===== config.mk =====
export PLATFORM = sky130hd
export DESIGN_NAME = cmp_swap_ram
export DESIGN_NICKNAME = d
export VERILOG_FILES = /design/src/rtl/cmp_swap_ram.sv
export SDC_FILE = /design/constraint.sdc
export NUM_CORES = 1
export LEC_CHECK = 0
export CORE_UTILIZATION = 38
export CTS_CLUSTER_DIAMETER = 50
export CTS_CLUSTER_SIZE = 20
export DETAILED_ROUTE_END_ITERATION = 12
export PLACE_DENSITY = 0.56
export SLEW_MARGIN = 40
export SYNTH_ARGS = -nofsm -noshare
export SYNTH_HDL_FRONTEND = slang
export SYNTH_SLANG_ARGS = --single-unit

===== constraint.sdc =====
create_clock -name clk -period 12.8 [get_ports clk]
set_input_delay 2.56 -clock clk [delete_from_list [all_inputs] [get_ports clk]]
set_output_delay 2.56 -clock clk [all_outputs]
set_load 0.02 [all_outputs]

===== src/rtl/cmp_swap_ram.sv =====
// cmp_swap_ram: register-file RAM with a host port and a compare-and-swap engine on adjacent words.
module cmp_swap_ram #(
  parameter int DATA_W  = 16,
  parameter int ADDR_W  = 4,
  parameter bit DESCEND = 1'b0
) (
  input  logic              clk,
  input  logic              rst,
  input  logic              en,
  input  logic              we,
  input  logic [ADDR_W-1:0] addr,
  input  logic [DATA_W-1:0] data_in,
  output logic [DATA_W-1:0] data_out,
  input  logic              cs_start,
  input  logic [ADDR_W-1:0] cs_addr,
  output logic              busy,
  output logic              cs_done,
  output logic              cs_swapped
);
  localparam int DEPTH = 2**ADDR_W;
  typedef enum logic [1:0] {IDLE, READ, WRITE, DONE} state_t;
  state_t state;
  logic [DATA_W-1:0] mem [DEPTH];
  logic [DATA_W-1:0] a_val, b_val;
  logic [ADDR_W-1:0] a_q, a_nxt;
  logic top, swap;
  assign a_nxt = a_q + 1'b1;
  // the last word has no upper neighbour, so the pair is treated as absent
  assign top = &a_q;
  assign swap = !top && (DESCEND ? a_val < b_val : a_val > b_val);
  assign busy = state != IDLE;
  always_ff @(posedge clk or posedge rst) begin
    if (rst) begin
      state      <= IDLE;
      cs_done    <= 1'b0;
      cs_swapped <= 1'b0;
      data_out   <= '0;
      a_val      <= '0;
      b_val      <= '0;
      a_q        <= '0;
      for (int i = 0; i < DEPTH; i++) mem[i] <= '0;
    end else begin
      cs_done <= 1'b0;
      case (state)
        IDLE: begin
          if (cs_start) begin
            a_q   <= cs_addr;
            state <= READ;
          end else if (en && we) mem[addr] <= data_in;
          else if (en) data_out <= mem[addr];
        end
        READ: begin
          if (!top) begin
            a_val <= mem[a_q];
            b_val <= mem[a_nxt];
          end
          state <= WRITE;
        end
        WRITE: begin
          if (swap) begin
            mem[a_q]  <= b_val;
            mem[a_nxt] <= a_val;
          end
          cs_swapped <= swap;
          cs_done    <= 1'b1;
          state      <= DONE;
        end
        default: state <= IDLE;
      endcase
    end
  end
endmodule


==> flow_summary.yaml, run 1 <==
setup_path:
  timing.critical_path.required_ns: 13.27
  worst_path_largest_cell_delay_ns: 0.66
  regToRegStartpoint: "a_q[1]$_DFFE_PP0P_"
  critPathSlowestCell: "o2111a_1"
  kind_of_capture_point_of_the_worst_setup_path: "flip-flop"
  crit-reg2reg-capture: "mem[224]$_DFFE_PP0P_"
  worstSetupStartpointType: "primary input"
  worst-path-max-fanout: 12
  reg2reg_setup_slack_ns: 8.40
  ff2ff_path_depth: 11
  crit_type: "primary input to flip-flop"
  critical_path_startpoint: "we"
  critical-path-top-cell-by-count: "nand2_1"
  setup.worst_path.end: "mem[164]$_DFFE_PP0P_"
  path_cells: "clkdlybuf4s50_1 -> nand2_1 -> o21ai_0 -> o2111a_1 -> nand2_1 -> o22ai_2 -> buf_4 -> mux2_2"
  signal_arrival_time_at_the_worst_endpoint_ns: 5.78
yosys:
  syn_nets: 2222
  dominantRegCellSynth: "dfrtp_1"
  synth.cell_area_sq_um: 24000
  yosys_warnings: 0
  post_synth.cell_area_avg_sq_um: 11.1
  synth_seq_area_share_pct: 32.6
  postSynth.asyncResetShare_pct: 100
  netlist_instances: 2168
  distinct_cell_type_count_of_the_synthesized_netlist: 80
  count_of_flip_flops_with_a_built_in_enable_after_synthesis: 0
  ys_ff_latch: 312
sta:
  slew_violations: 0
  grt_setup_unrepaired: "no"
  fin_setup_tns_ns: 0
  timing_worst_slew_pin_value_ns: 0.953
  timing.final.hold_violations: 0
  relSlewSlack_pct: 36.2
  finalWorstPathRequiredPeriod_ns: 5.31
  achievable-frequency_ghz: 0.188
  clock_skew_ns: 0.0241
  layout_worst_path_cycle_share_pct: 41.5
  finalSetupViolations: 0
cts:
  h-tree-depth: 2
  clock-root-buffer: "clkbuf_16"
  bufs_on_longest_clock_path: 3
  cts_made_buffers: 50
  clkSinkCount: 312
  post_cts.resized_instances: 0
  cts_hold_buf: 0
  clk_latency_ns: 0.61
  post-cts-setup-buffers: 0
  cts.clk_slew.worst_paths_ns: 0.05
  tritoncts: "built"
pwr:
  tot_pwr_mw: 7.49
  power.ir.vdd_worst_uv: 150
  powerDensity_nw_per_um2: 277
  power.static_leakage_nw: 10.7
run_status:
  outcome: "complete, no violations"
route:
  detail-route-antenna-nets: 0
  route.detailed.drc: 0
  drt-wirelength-per-cell_microns: 33.1
  dr_total_vias: 20708
  detail_route.iter0.violations: 2592
  wirelength_mm: 98.3
  detail_route.first_pass.iterations: 6
  via_per_inst: 6.97
global_route:
  first_global_vias: 20713
  grt_max_degree: 97
  wire_length_of_the_first_global_routing_pass_mm: 143
  grt_remaining_overflow: 0
  antenna_found_initial: 2
  grt_use_total_pct: 30.9
layout:
  area_growth_pct: 12.9
  drive_above_1_share_pct: 32.7
  final_core_util_pct: 43.6
  finish.instance_area_sq_um: 27100
  layout.nets: 2145
placement:
  placedInstanceArea_sq_um: 25200
  post-dp-hpwl_mm: 60.3
  final_replace_weighted_congestion: 0.928
  portBuffers: 47
hold_path:
  timing.hold.worst.class: "flip-flop to flip-flop"
floorplanning:
  initial_core_util_pct: 38.6
  ioPinCount: 48
  floorplan.rows: 91
  fp.dieW_microns: 253
  chipHeight_microns: 253
  core_sq_um: 62100
  die_area_sq_um: 64100
flow_run:
  timing.max_cap.violations: 0
-- critical path, delay by kind of cell --
family / cells / cell delay [ns]
compound gates: 3 / 1.64
buf+inv: 2 / 0.94
mux: 1 / 0.38
simple gates: 2 / 0.26
-- cells in the mapped netlist (6+ instances only) --
cell / count / share of area [%]
a32oi_1: 18 / 0.66
mux4_2: 224 / 21
a2bb2oi_1: 8 / 0.29
nor2_1: 47 / 0.74
a21boi_0: 45 / 1.4
o21ai_0: 71 / 1.5
nand2_1: 287 / 4.5
nand4_1: 16 / 0.42
a21oi_1: 25 / 0.52
and2_1: 6 / 0.16
o22ai_1: 54 / 1.4
and3_1: 40 / 1.0
buf_4: 14 / 0.44
buf_1: 24 / 0.38
nand2b_1: 14 / 0.37
dfrtp_1: 312 / 33
a222oi_1: 11 / 0.46
mux2_2: 196 / 9.2
a31oi_1: 122 / 3.2
buf_6: 13 / 0.61
a22oi_1: 13 / 0.41
nand3_1: 82 / 1.7
mux2_1: 44 / 2.1
inv_1: 32 / 0.50
nor2b_1: 12 / 0.31
buf_2: 46 / 0.96
ha_1: 25 / 1.3
clkbuf_1: 149 / 2.3
mux2i_1: 30 / 1.3
o221ai_1: 49 / 1.8
nor3_1: 8 / 0.17
mux2_4: 29 / 1.8
a21o_1: 21 / 0.66
-- how the worst min path moves through the flow --
stage,end,cells past startpoint,slack (ns),startpoint
floorplan,mem[128]$_DFFE_PP0P_,1,0.49,mem[128]$_DFFE_PP0P_
global placement,data_out[3]$_DFFE_PP0P_,1,0.50,data_out[3]$_DFFE_PP0P_
detailed placement,data_out[10]$_DFFE_PP0P_,1,0.50,data_out[10]$_DFFE_PP0P_
CTS,data_out[10]$_DFFE_PP0P_,1,0.52,data_out[10]$_DFFE_PP0P_
global route,data_out[7]$_DFFE_PP0P_,1,0.53,data_out[7]$_DFFE_PP0P_
finish,data_out[0]$_DFFE_PP0P_,1,0.51,data_out[0]$_DFFE_PP0P_
-- final cells by class --
class,count,area (sq um)
diodes,2,5.00
clock buffers,60,1400
clock inverters,34,409
fillers,5744,35000
inverters,32,128
multi-input cells,1577,15000
flip-flops and latches,312,7820
well taps,837,1050
repair buffers,118,1210
-- logic make-up after synthesis --
group,after synthesis,synth area share [%]
buf+inv,279,5.31
mux,523,35.4
fa+ha+maj,25,1.31
flops,312,32.6
compound gates,486,14.8
simple gates,543,10.6
-- power by group --
part	switching (mW)	leakage, nW	internal [mW]
clock network	0.570	0.859	0.917
registers	0.621	4.17	1.39
logic	2.24	5.66	1.75
-- metrics by stage --
step	hold WS, ns	setup WS [ns]	std cells
after floorplan	0.487	1.61	2168
after global placement	0.497	6.83	2860
after detailed placement	0.500	6.97	2874
after CTS	0.516	7.60	2968
after global routing	0.533	7.53	2970
final	0.509	7.49	2972
-- routing by layer --
| metal | global-route usage [%] | share of wire [%] | wire (microns) | up-vias |
|---|---|---|---|---|
| met1 | 39.4 | 37 | 36500 | 10588 |
| li1 | - | - | - | 8271 |
| met3 | 8.01 | 12 | 11500 | 396 |
| met5 | 0 | 0.015 | 15 | - |
| met2 | 46.4 | 44 | 43300 | 1451 |
| met4 | 20.2 | 7.1 | 7010 | 2 |
-- state kept, by name, summed over array words and instances (netlist names) --
name / count
a_q: 4
a_val: 16
b_val: 16
cs_done: 1
cs_swapped: 1
data_out: 16
mem: 256
state: 2
-- layout by cell type (no fill, tap or decap), types with 33 or more instances in the layout --
master	count
a21boi_0	45
a31oi_1	122
and3_1	40
buf_4	54
clkbuf_16	53
clkdlybuf4s50_1	43
dfrtp_1	308
mux2_1	44
mux2_2	196
mux4_2	224
nand2_1	282
nand3_1	82
nor2_1	33
o21ai_0	70
o221ai_1	49
o22ai_1	53
(Power assumes the default switching activity.)
==> run 2: changes to the inputs <==
PLACE_DENSITY = 0.58   (was 0.56)
clock period = 4.67 ns   (was 12.8 ns; I/O delays follow)
==> run 2 against run 1 <==
Non-clock buffer count up 67. Clock power increased by 150%. Global-route usage grew 1.6 points. Flip-flop and latch count stayed put. Largest power group unchanged.
==> flow_summary.yaml, run 2 (same netlist as run 1, synthesis figures left out) <==
sta:
  clock_skew_ns: 0.0203
  grt_setup_unrepaired: "no"
  timing.final.hold_violations: 0
  slew_violations: 0
  finalSetupViolations: 0
  relSlewSlack_pct: 38.6
  finalWorstSetupSlack_ns: 0.879
  layout_worst_path_cycle_share_pct: 81.2
  fin_setup_tns_ns: 0
  timing_worst_slew_pin_value_ns: 0.918
  achievable-frequency_ghz: 0.264
  finalWorstPathRequiredPeriod_ns: 3.79
  holdWs_ns: 0.505
global_route:
  grt_remaining_overflow: 0
  wire_length_of_the_first_global_routing_pass_mm: 150
  first_global_vias: 21235
  grt_max_degree: 165
  antenna_found_initial: 4
  grt_use_total_pct: 32.5
cts:
  tritoncts: "built"
  clkSinkCount: 312
  bufs_on_longest_clock_path: 3
  h-tree-depth: 2
  cts_hold_buf: 0
  post_cts.resized_instances: 0
  cts.clk_slew.worst_paths_ns: 0.06
  clock-root-buffer: "clkbuf_16"
  clk_latency_ns: 0.60
  post-cts-setup-buffers: 0
  cts_made_buffers: 47
setup_path:
  timing.critical_path.required_ns: 5.15
  crit_type: "flip-flop to flip-flop"
  path_cells: "inv_1 -> ha_1 -> nand2_1 -> or4_4 -> o2111a_1 -> o31a_4 -> a21oi_4 -> buf_4 -> mux2_2"
  critical_path_startpoint: "b_val[10]$_DFFE_PP0P_"
  signal_arrival_time_at_the_worst_endpoint_ns: 4.27
  kind_of_capture_point_of_the_worst_setup_path: "flip-flop"
  regToRegStartpoint: "b_val[10]$_DFFE_PP0P_"
  critPathSlowestCell: "dfrtp_1"
  worstSetupStartpointType: "flip-flop"
  worst_path_largest_cell_delay_ns: 0.77
  worst-path-max-fanout: 18
placement:
  placedInstanceArea_sq_um: 25600
  post-dp-hpwl_mm: 64.7
  post-place-cells: 2942
  final_replace_weighted_congestion: 0.961
  detailedPlace.worstSlack_ns: 0.643
  portBuffers: 47
route:
  wirelength_mm: 103
  via_per_inst: 6.99
  detail_route.iter0.violations: 2839
  detail-route-antenna-nets: 0
  dr_total_vias: 21186
  drt-wirelength-per-cell_microns: 34.0
  detail_route.first_pass.iterations: 7
  route.detailed.drc: 0
layout:
  largest_register_ffs: 256
  diodes: 0
  stdcell_count: 3029
  fill_cells: 5688
  finish.instance_area_sq_um: 27300
  final_core_util_pct: 43.9
  layout.cells.most_common_list: "308 x dfrtp_1, 285 x nand2_1, 224 x mux4_2"
  area_growth_pct: 13.7
  top_register: "mem"
  drive_above_1_share_pct: 33.9
  final_common_cell: "dfrtp_1"
  layout.nets: 2209
flow_run:
  timing.max_cap.violations: 0
pwr:
  powerDensity_nw_per_um2: 759
  tot_pwr_mw: 20.7
  power.ir.vdd_worst_uv: 665
  power.static_leakage_nw: 10.9
hold_path:
  worstHoldStart: "data_out[5]$_DFFE_PP0P_"
  timing.hold.worst.class: "flip-flop to flip-flop"
floorplanning:
  floorplan.rows: 91
  chipHeight_microns: 253
  core_sq_um: 62100
  ioPinCount: 48
  fp.dieW_microns: 253
  initial_core_util_pct: 38.6
  die_area_sq_um: 64100
run_status:
  outcome: "complete, no violations"
==> run 2: cell count changes in the layout (fill, tap and decap cells not counted), sizes merged <==
| cell | change |
|---|---|
| diode | -2 |
| bufinv | -2 |
| clkbuf | -4 |
| inv | -7 |
| clkinv | +10 |
| buf | +67 |
| clkinvlp | -5 |
==> run 2: cell type report <==
| cell class | instances | area [sq um] | share of cell area (%) |
|---|---|---|---|
| Clock inverter | 30 | 338 | 1.24 |
| Tap cell | 837 | 1050 | 3.84 |
| Inverter | 32 | 124 | 0.455 |
| Sequential cell | 312 | 7820 | 28.7 |
| Clock buffer | 56 | 1270 | 4.66 |
| Multi-Input combinational cell | 1577 | 15000 | 55.0 |
| Timing Repair Buffer | 185 | 1670 | 6.12 |
==> run 2: metal layers <==
metal  share of wire (%)  GRT usage (%)  vias up
met5               0.013              0        -
met4                 6.4           19.0        2
met3                  12           8.56      379
met2                  44           48.1     1610
met1                  38           42.7    10780
li1                    -              -     8415
==> run 2: worst paths after layout <==
check / to / slack [ns] / depth (start not counted)
max: mem[58]$_DFFE_PP0P_ / 0.88 / 9
min: data_out[5]$_DFFE_PP0P_ / 0.50 / 1
max reg2reg: mem[58]$_DFFE_PP0P_ / 0.88 / 9
min reg2reg: data_out[5]$_DFFE_PP0P_ / 0.50 / 1
max in group asynchronous: mem[218]$_DFFE_PP0P_ / 2.98 / 5
min in group asynchronous: data_out[0]$_DFFE_PP0P_ / 0.80 / 3
==> run 2: worst max-delay path: cells and delay by family (launching register included) <==
family,cells,cell delay [ns]
compound gates,3,0.91
fa+ha+maj,1,0.33
buf+inv,2,0.57
flops,1,0.77
mux,1,0.40
simple gates,2,0.64
==> run 2: power by group <==
| group | internal [mW] | leakage [nW] | switching [mW] |
|---|---|---|---|
| registers | 3.82 | 4.17 | 1.34 |
| logic | 5.03 | 5.96 | 6.76 |
| clock network | 2.20 | 0.777 | 1.52 |
| total | 11.0 | 10.9 | 9.62 |
